## config.mk

```make
export PLATFORM = sky130hd
export DESIGN_NAME = smi_access_arbiter
export DESIGN_NICKNAME = d
export VERILOG_FILES = /design/src/rtl/smi_access_arbiter.sv
export SDC_FILE = /design/constraint.sdc
export NUM_CORES = 1
export LEC_CHECK = 0
export ABC_AREA = 1
export BUFFER_PORTS_ARGS = -buffer_cell sky130_fd_sc_hd__buf_4
export CORE_MARGIN = 5
export CORE_UTILIZATION = 40
export CTS_CLUSTER_SIZE = 12
export DETAILED_ROUTE_END_ITERATION = 8
export PLACE_DENSITY = 0.76
export REMOVE_ABC_BUFFERS = 1
export SYNTH_ARGS = -nofsm -noshare
export SYNTH_HDL_FRONTEND = slang
export SYNTH_SLANG_ARGS = --single-unit
```

## constraint.sdc

```tcl
create_clock -name clk_100m -period 2.1 [get_ports clk_100m]
set_input_delay 0.105 -clock clk_100m [delete_from_list [all_inputs] [get_ports clk_100m]]
set_output_delay 0.105 -clock clk_100m [all_outputs]
set_load 0.1 [all_outputs]
```

## src/rtl/smi_access_arbiter.sv

```systemverilog
// Round-robin arbiter sharing one SMI/MDIO engine between NREQ requesters.
// Each granted transaction runs to completion (or timeout) before the next grant.
module smi_access_arbiter #(
  parameter int NREQ        = 3,
  parameter int TIMEOUT_CYC = 65535
) (
  input  logic                 clk_100m,
  input  logic                 rst_100m,
  input  logic [NREQ-1:0]      req_valid,
  input  logic [NREQ-1:0]      req_wr,
  input  logic [5*NREQ-1:0]    req_phy,
  input  logic [5*NREQ-1:0]    req_reg,
  input  logic [16*NREQ-1:0]   req_wdata,
  output logic [NREQ-1:0]      req_ack,
  output logic [NREQ-1:0]      rsp_valid,
  output logic [15:0]          rsp_rdata,
  output logic                 rsp_err,
  output logic                 smi_wract,
  output logic                 smi_rdact,
  output logic [15:0]          smi_wdata,
  output logic [4:0]           smi_dev_addr,
  output logic [4:0]           smi_phy_addr,
  input  logic                 smi_busy,
  input  logic [15:0]          smi_rdata,
  input  logic                 smi_rdval
);

  localparam int IW = (NREQ > 1) ? $clog2(NREQ) : 1;

  typedef enum logic [2:0] {IDLE, ISSUE, WR_WAIT_HI, WR_WAIT_LO, RD_WAIT, DONE} state_t;

  state_t          state_r;
  logic [IW-1:0]   last_gnt_r;
  logic [IW-1:0]   owner_r;
  logic            wr_r;
  logic [4:0]      phy_r;
  logic [4:0]      reg_r;
  logic [15:0]     wdata_r;
  logic [15:0]     rdata_r;
  logic            err_r;
  logic [15:0]     tmo_cnt_r;
  logic            busy_q_r;

  logic [IW-1:0]   gnt_idx_s;
  logic            gnt_found_s;
  logic            take_s;
  int              cand_s;
  logic            tmo_hit_s;
  logic [NREQ-1:0] one_s;
  logic [4:0]      phy_a_s   [NREQ];
  logic [4:0]      reg_a_s   [NREQ];
  logic [15:0]     wdata_a_s [NREQ];

  assign tmo_hit_s = (tmo_cnt_r == 16'(TIMEOUT_CYC));
  assign one_s     = {{(NREQ-1){1'b0}}, 1'b1};

  // Unpack the per-requester request fields into indexable arrays.
  always_comb begin
    for (int i = 0; i < NREQ; i++) begin
      phy_a_s[i]   = req_phy[5*i +: 5];
      reg_a_s[i]   = req_reg[5*i +: 5];
      wdata_a_s[i] = req_wdata[16*i +: 16];
    end
  end

  // Round-robin search upward from the requester after the last grant.
  always_comb begin
    gnt_idx_s   = '0;
    gnt_found_s = 1'b0;
    take_s      = 1'b0;
    cand_s      = 0;
    for (int k = 1; k <= NREQ; k++) begin
      cand_s      = (int'(last_gnt_r) + k) % NREQ;
      take_s      = !gnt_found_s && req_valid[IW'(cand_s)];
      gnt_idx_s   = take_s ? IW'(cand_s) : gnt_idx_s;
      gnt_found_s = gnt_found_s | take_s;
    end
  end

  // Transaction FSM with all outputs registered.
  always_ff @(posedge clk_100m) begin
    if (rst_100m) begin
      state_r      <= IDLE;
      last_gnt_r   <= IW'(NREQ-1);
      owner_r      <= '0;
      wr_r         <= 1'b0;
      phy_r        <= 5'd0;
      reg_r        <= 5'd0;
      wdata_r      <= 16'h0000;
      rdata_r      <= 16'h0000;
      err_r        <= 1'b0;
      tmo_cnt_r    <= 16'h0000;
      busy_q_r     <= 1'b0;
      req_ack      <= '0;
      rsp_valid    <= '0;
      rsp_rdata    <= 16'h0000;
      rsp_err      <= 1'b0;
      smi_wract    <= 1'b0;
      smi_rdact    <= 1'b0;
      smi_wdata    <= 16'h0000;
      smi_dev_addr <= 5'd0;
      smi_phy_addr <= 5'd0;
    end else begin
      req_ack   <= '0;
      rsp_valid <= '0;
      rsp_rdata <= 16'h0000;
      rsp_err   <= 1'b0;
      smi_wract <= 1'b0;
      // One extra cycle of guard after the engine goes idle before a new grant.
      busy_q_r  <= smi_busy;
      case (state_r)
        IDLE: begin
          if (!smi_busy && !busy_q_r && gnt_found_s) begin
            req_ack    <= one_s << gnt_idx_s;
            owner_r    <= gnt_idx_s;
            last_gnt_r <= gnt_idx_s;
            wr_r       <= req_wr[gnt_idx_s];
            phy_r      <= phy_a_s[gnt_idx_s];
            reg_r      <= reg_a_s[gnt_idx_s];
            wdata_r    <= req_wr[gnt_idx_s] ? wdata_a_s[gnt_idx_s] : 16'h0000;
            rdata_r    <= 16'h0000;
            err_r      <= 1'b0;
            tmo_cnt_r  <= 16'h0000;
            state_r    <= ISSUE;
          end
        end
        ISSUE: begin
          smi_phy_addr <= phy_r;
          smi_dev_addr <= reg_r;
          smi_wdata    <= wdata_r;
          if (wr_r) begin
            smi_wract <= 1'b1;
            state_r   <= WR_WAIT_HI;
          end else begin
            smi_rdact <= 1'b1;
            state_r   <= RD_WAIT;
          end
        end
        WR_WAIT_HI, WR_WAIT_LO: begin
          if (tmo_hit_s) begin
            err_r   <= 1'b1;
            state_r <= DONE;
          end else begin
            tmo_cnt_r <= tmo_cnt_r + 16'd1;
            if (state_r == WR_WAIT_HI && smi_busy) begin
              state_r <= WR_WAIT_LO;
            end else if (state_r == WR_WAIT_LO && !smi_busy) begin
              state_r <= DONE;
            end
          end
        end
        RD_WAIT: begin
          if (smi_rdval) begin
            rdata_r   <= smi_rdata;
            smi_rdact <= 1'b0;
            state_r   <= DONE;
          end else if (tmo_hit_s) begin
            rdata_r   <= 16'h0000;
            err_r     <= 1'b1;
            smi_rdact <= 1'b0;
            state_r   <= DONE;
          end else begin
            tmo_cnt_r <= tmo_cnt_r + 16'd1;
          end
        end
        DONE: begin
          rsp_valid    <= one_s << owner_r;
          rsp_rdata    <= rdata_r;
          rsp_err      <= err_r;
          smi_wdata    <= 16'h0000;
          smi_dev_addr <= 5'd0;
          smi_phy_addr <= 5'd0;
          state_r      <= IDLE;
        end
        default: state_r <= IDLE;
      endcase
    end
  end

endmodule

```

==> flow_metrics.env <==
export IMPL_synth_area_leaders="dfxtp_1, nand2_1, a21oi_1"
export IMPL_overflow=0
export IMPL_start_util_pct=40.9
export IMPL_wl_um=15900
export IMPL_max_vdd_ir_drop_mv=0.916
export IMPL_report_final_slew_viol_count=0
export IMPL_syn_avg_cell_area_um2=6.85
export IMPL_crit_path_end_kind="register"
export IMPL_status="finished, violations left"
export IMPL_violations="negative setup slack"
export IMPL_critPathBufInv=5
export IMPL_dr_wl_met2_um=7680
export IMPL_fin_ws_ns=-0.0328
export IMPL_yosysTopAreaCell="dfxtp_1"
export IMPL_antenna_found_initial=0
export IMPL_finalClockSkew_ns=0.0113
export IMPL_yosysSeqAreaShare_pct=43.5
export IMPL_portBuffers=154
export IMPL_drt_wirelength_per_cell_um=13.3
export IMPL_r2r_start="last_gnt_r[0]"
export IMPL_synth_edf_count=0
export IMPL_m1WireLength_um=6670
export IMPL_firstDrtPassIters=6
export IMPL_tritoncts="yes"
export IMPL_synth_top_cell_area_share_pct=43.5
export IMPL_cp_max_fo=9
export IMPL_nets=1125
export IMPL_vias_per_cell=4.84
export IMPL_critPathRequiredTime_ns=2.40
export IMPL_met3_length_um=1280
export IMPL_crit_chain="inv_2 -> ha_4 -> inv_4 -> nand2_2 -> nand3_2 -> nand2_4 -> nand2_2 -> nor2_4 -> nand2_4 -> nand2_4 -> buf_12 -> clkbuf_16 -> buf_4 -> nand2_1 -> o211ai_1 -> a21oi_1"
export IMPL_crit_type="register to register"
export IMPL_grt_pass1_wl_um=25400
export IMPL_synth_seq_cells=118
export IMPL_dieArea_mm2=0.0160
export IMPL_critPathLaunchType="register"
export IMPL_first_iter_violations=306
export IMPL_cts_buffers=17
export IMPL_synthTopCellsByCount="nand2_1, dfxtp_1, a21oi_1"
export IMPL_max_freq_ghz=0.469
export IMPL_cts_sinks=118
export IMPL_cts_buffer_depth=2
export IMPL_cp_depth=16
export IMPL_ys_async_sr_fraction_pct=0
export IMPL_cp_top_family="simple AND/OR/NAND/NOR gates"
export IMPL_top_layer="met4"
export IMPL_worstHoldPathType="input pin to register"
export IMPL_clkLatencyLatePin_ns=0.42
export IMPL_boundaryPins=155
export IMPL_critPathCapture="reg_r[3]"
export IMPL_die_h_um=127
export IMPL_totalNegativeSetupSlack_ns=-0.253
export IMPL_yosys_warnings=0
export IMPL_synth_cells=793
export IMPL_gp_congestion=0.865
export IMPL_via_count=5820
export IMPL_crit_arrival_ns=2.44
export IMPL_diodes=0
export IMPL_syn_to_final_growth_pct=52.1
export IMPL_ant_nets=0
export IMPL_nFillCells=1132
export IMPL_slowest_stage="dfxtp_2"
export IMPL_dp_hpwl_um=10500
export IMPL_power_leakage_uw=0.00371
export IMPL_cts_reportedPaths_clkPinSlew_ns=0.05
export IMPL_rr_endpoint="reg_r[3]"
export IMPL_finalCriticalPeriod_ns=2.13
export IMPL_worst_slew_pin_slew_ns=0.476
export IMPL_synth_cell_type_count=34
export IMPL_ff2ff_path_depth=16
export IMPL_htree_levels=4
export IMPL_drcViolationCount=0
export IMPL_core_area_mm2=0.0133
export IMPL_grt_total_usage_pct=19.2
export IMPL_final_setup_viol_count=19
export IMPL_grt_pass1_vias=5480
export IMPL_die_w_um=127
export IMPL_power_density_mw_per_mm2=1410
export IMPL_synth_area_mm2=0.00544
export IMPL_grt_max_degree=46
export IMPL_fin_crit_sh_pct=102
export IMPL_drive_gt1_share_pct=28.7
export IMPL_r2r_slack_ns=-0.03
export IMPL_max_stage_delay_ns=0.33
export IMPL_row_count=42
export IMPL_cap_violations=0
export IMPL_hold_viol=0
export IMPL_rsz0062_at_grt="yes"
export IMPL_synthFlopType="dfxtp_1"
export IMPL_finalPower_uw=11700
export IMPL_hold_path_depth=3
export IMPL_startpoint="last_gnt_r[0]"
export IMPL_slew_headroom_pct=68.3
export IMPL_cts_root_buf="clkbuf_16"
export IMPL_synth_most_common_cell="nand2_1"
export IMPL_path_common_cell="nand2_4"
-- metrics by stage --
step | area, um2 | utilization (%) | worst slack [ns] | hold WS [ns] | cells
final | 8270 | 62.2 | -0.0328 | 0.00727 | 1203
after global routing | 8270 | 62.2 | -0.132 | 0.0191 | 1203
after CTS | 8120 | 61.1 | 0.0108 | 0.00472 | 1199
after detailed placement | 7010 | 52.7 | -0.0848 | 0.369 | 1128
after global placement | 7010 | 52.7 | -0.00561 | 0.352 | 1128
after floorplan | 5240 | - | -0.455 | 0.173 | 757
-- worst register-to-register path: stages (launching register included) --
cell	delay, ns
dfxtp_2	0.33
inv_2	0.05
ha_4	0.31
inv_4	0.05
nand2_2	0.06
nand3_2	0.09
nand2_4	0.12
nand2_2	0.08
nor2_4	0.16
nand2_4	0.10
nand2_4	0.09
buf_12	0.12
clkbuf_16	0.15
buf_4	0.12
nand2_1	0.05
o211ai_1	0.08
a21oi_1	0.08
-- report_power, final --
| part | switching [uW] | leakage [uW] | internal (uW) | total (uW) |
|---|---|---|---|---|
| Sequential | 202 | 0.000956 | 2620 | 2820 |
| Clock | 969 | 0.000288 | 1940 | 2910 |
| Combinational | 3560 | 0.00247 | 2410 | 5970 |
| Total | 4730 | 0.00371 | 6970 | 11700 |
-- cells by family (layout without fill, tap and decap cells) --
logic type,count (synthesis),count (layout),share of synthesized area (%)
simple gates,389,389,30.2
buf+inv,141,375,10.9
compound gates,136,136,13.6
flops,118,118,43.5
fa+ha+maj,5,5,1.15
xor+xnor,4,4,0.645
-- sequential cells by signal (all words and copies together) (netlist names) --
name,flops
busy_q_r,1
err_r,1
last_gnt_r,2
owner_r,1
phy_r,5
rdata_r,16
reg_r,5
req_ack,3
rsp_err,1
rsp_rdata,16
rsp_valid,3
smi_dev_addr,5
smi_phy_addr,5
smi_rdact,1
smi_wdata,16
smi_wract,1
state_r,3
tmo_cnt_r,16
wdata_r,16
wr_r,1
-- layout by cell type, fill, tap and decap left out, drive strengths merged, types with 3 or more instances in the layout --
master         n
dfxtp        118
dlygate4sd3   34
nand4          4
a21oi        103
bufinv         3
nor2          51
nand3         63
clkbuf        23
nand2        256
inv          104
o21ai         18
o211ai        11
buf          205
ha             5
nor3          10
clkinv         4
-- worst min path at each step --
stage | startpoint | endpoint | slack (ns)
after floorplan | rst_100m | req_ack[0] | 0.17
after global placement | smi_busy | busy_q_r | 0.35
after detailed placement | smi_busy | busy_q_r | 0.37
after CTS | req_reg[7] | reg_r[2] | 0.005
after global routing | req_phy[9] | phy_r[4] | 0.02
final | req_reg[7] | reg_r[2] | 0.007
-- layer usage --
layer  track usage (%)  vias up
li1                  -     2959
met1              22.6     2627
met2              32.7      202
met3              6.35       32
met4              7.00        0
met5                 0        -
-- final cells by class --
class | count | area, um2 | area share (%)
Sequential cell | 118 | 2370 | 28.6
Clock buffer | 22 | 474 | 5.74
Inverter | 105 | 399 | 4.83
Tap cell | 176 | 220 | 2.66
Multi-Input combinational cell | 534 | 2640 | 31.9
Clock inverter | 8 | 124 | 1.50
Timing Repair Buffer | 240 | 2040 | 24.7
-- timing repair --
action                                  CTS  global route
hold buffers                             34             0
endpoints found under the hold margin    27             0
setup buffers                             6             3
gates resized for setup                  24            26
cloned                                    1             1
endpoints found under the setup margin   42            60
pin swaps                                11            14
Power figures use the tool's default switching activity.
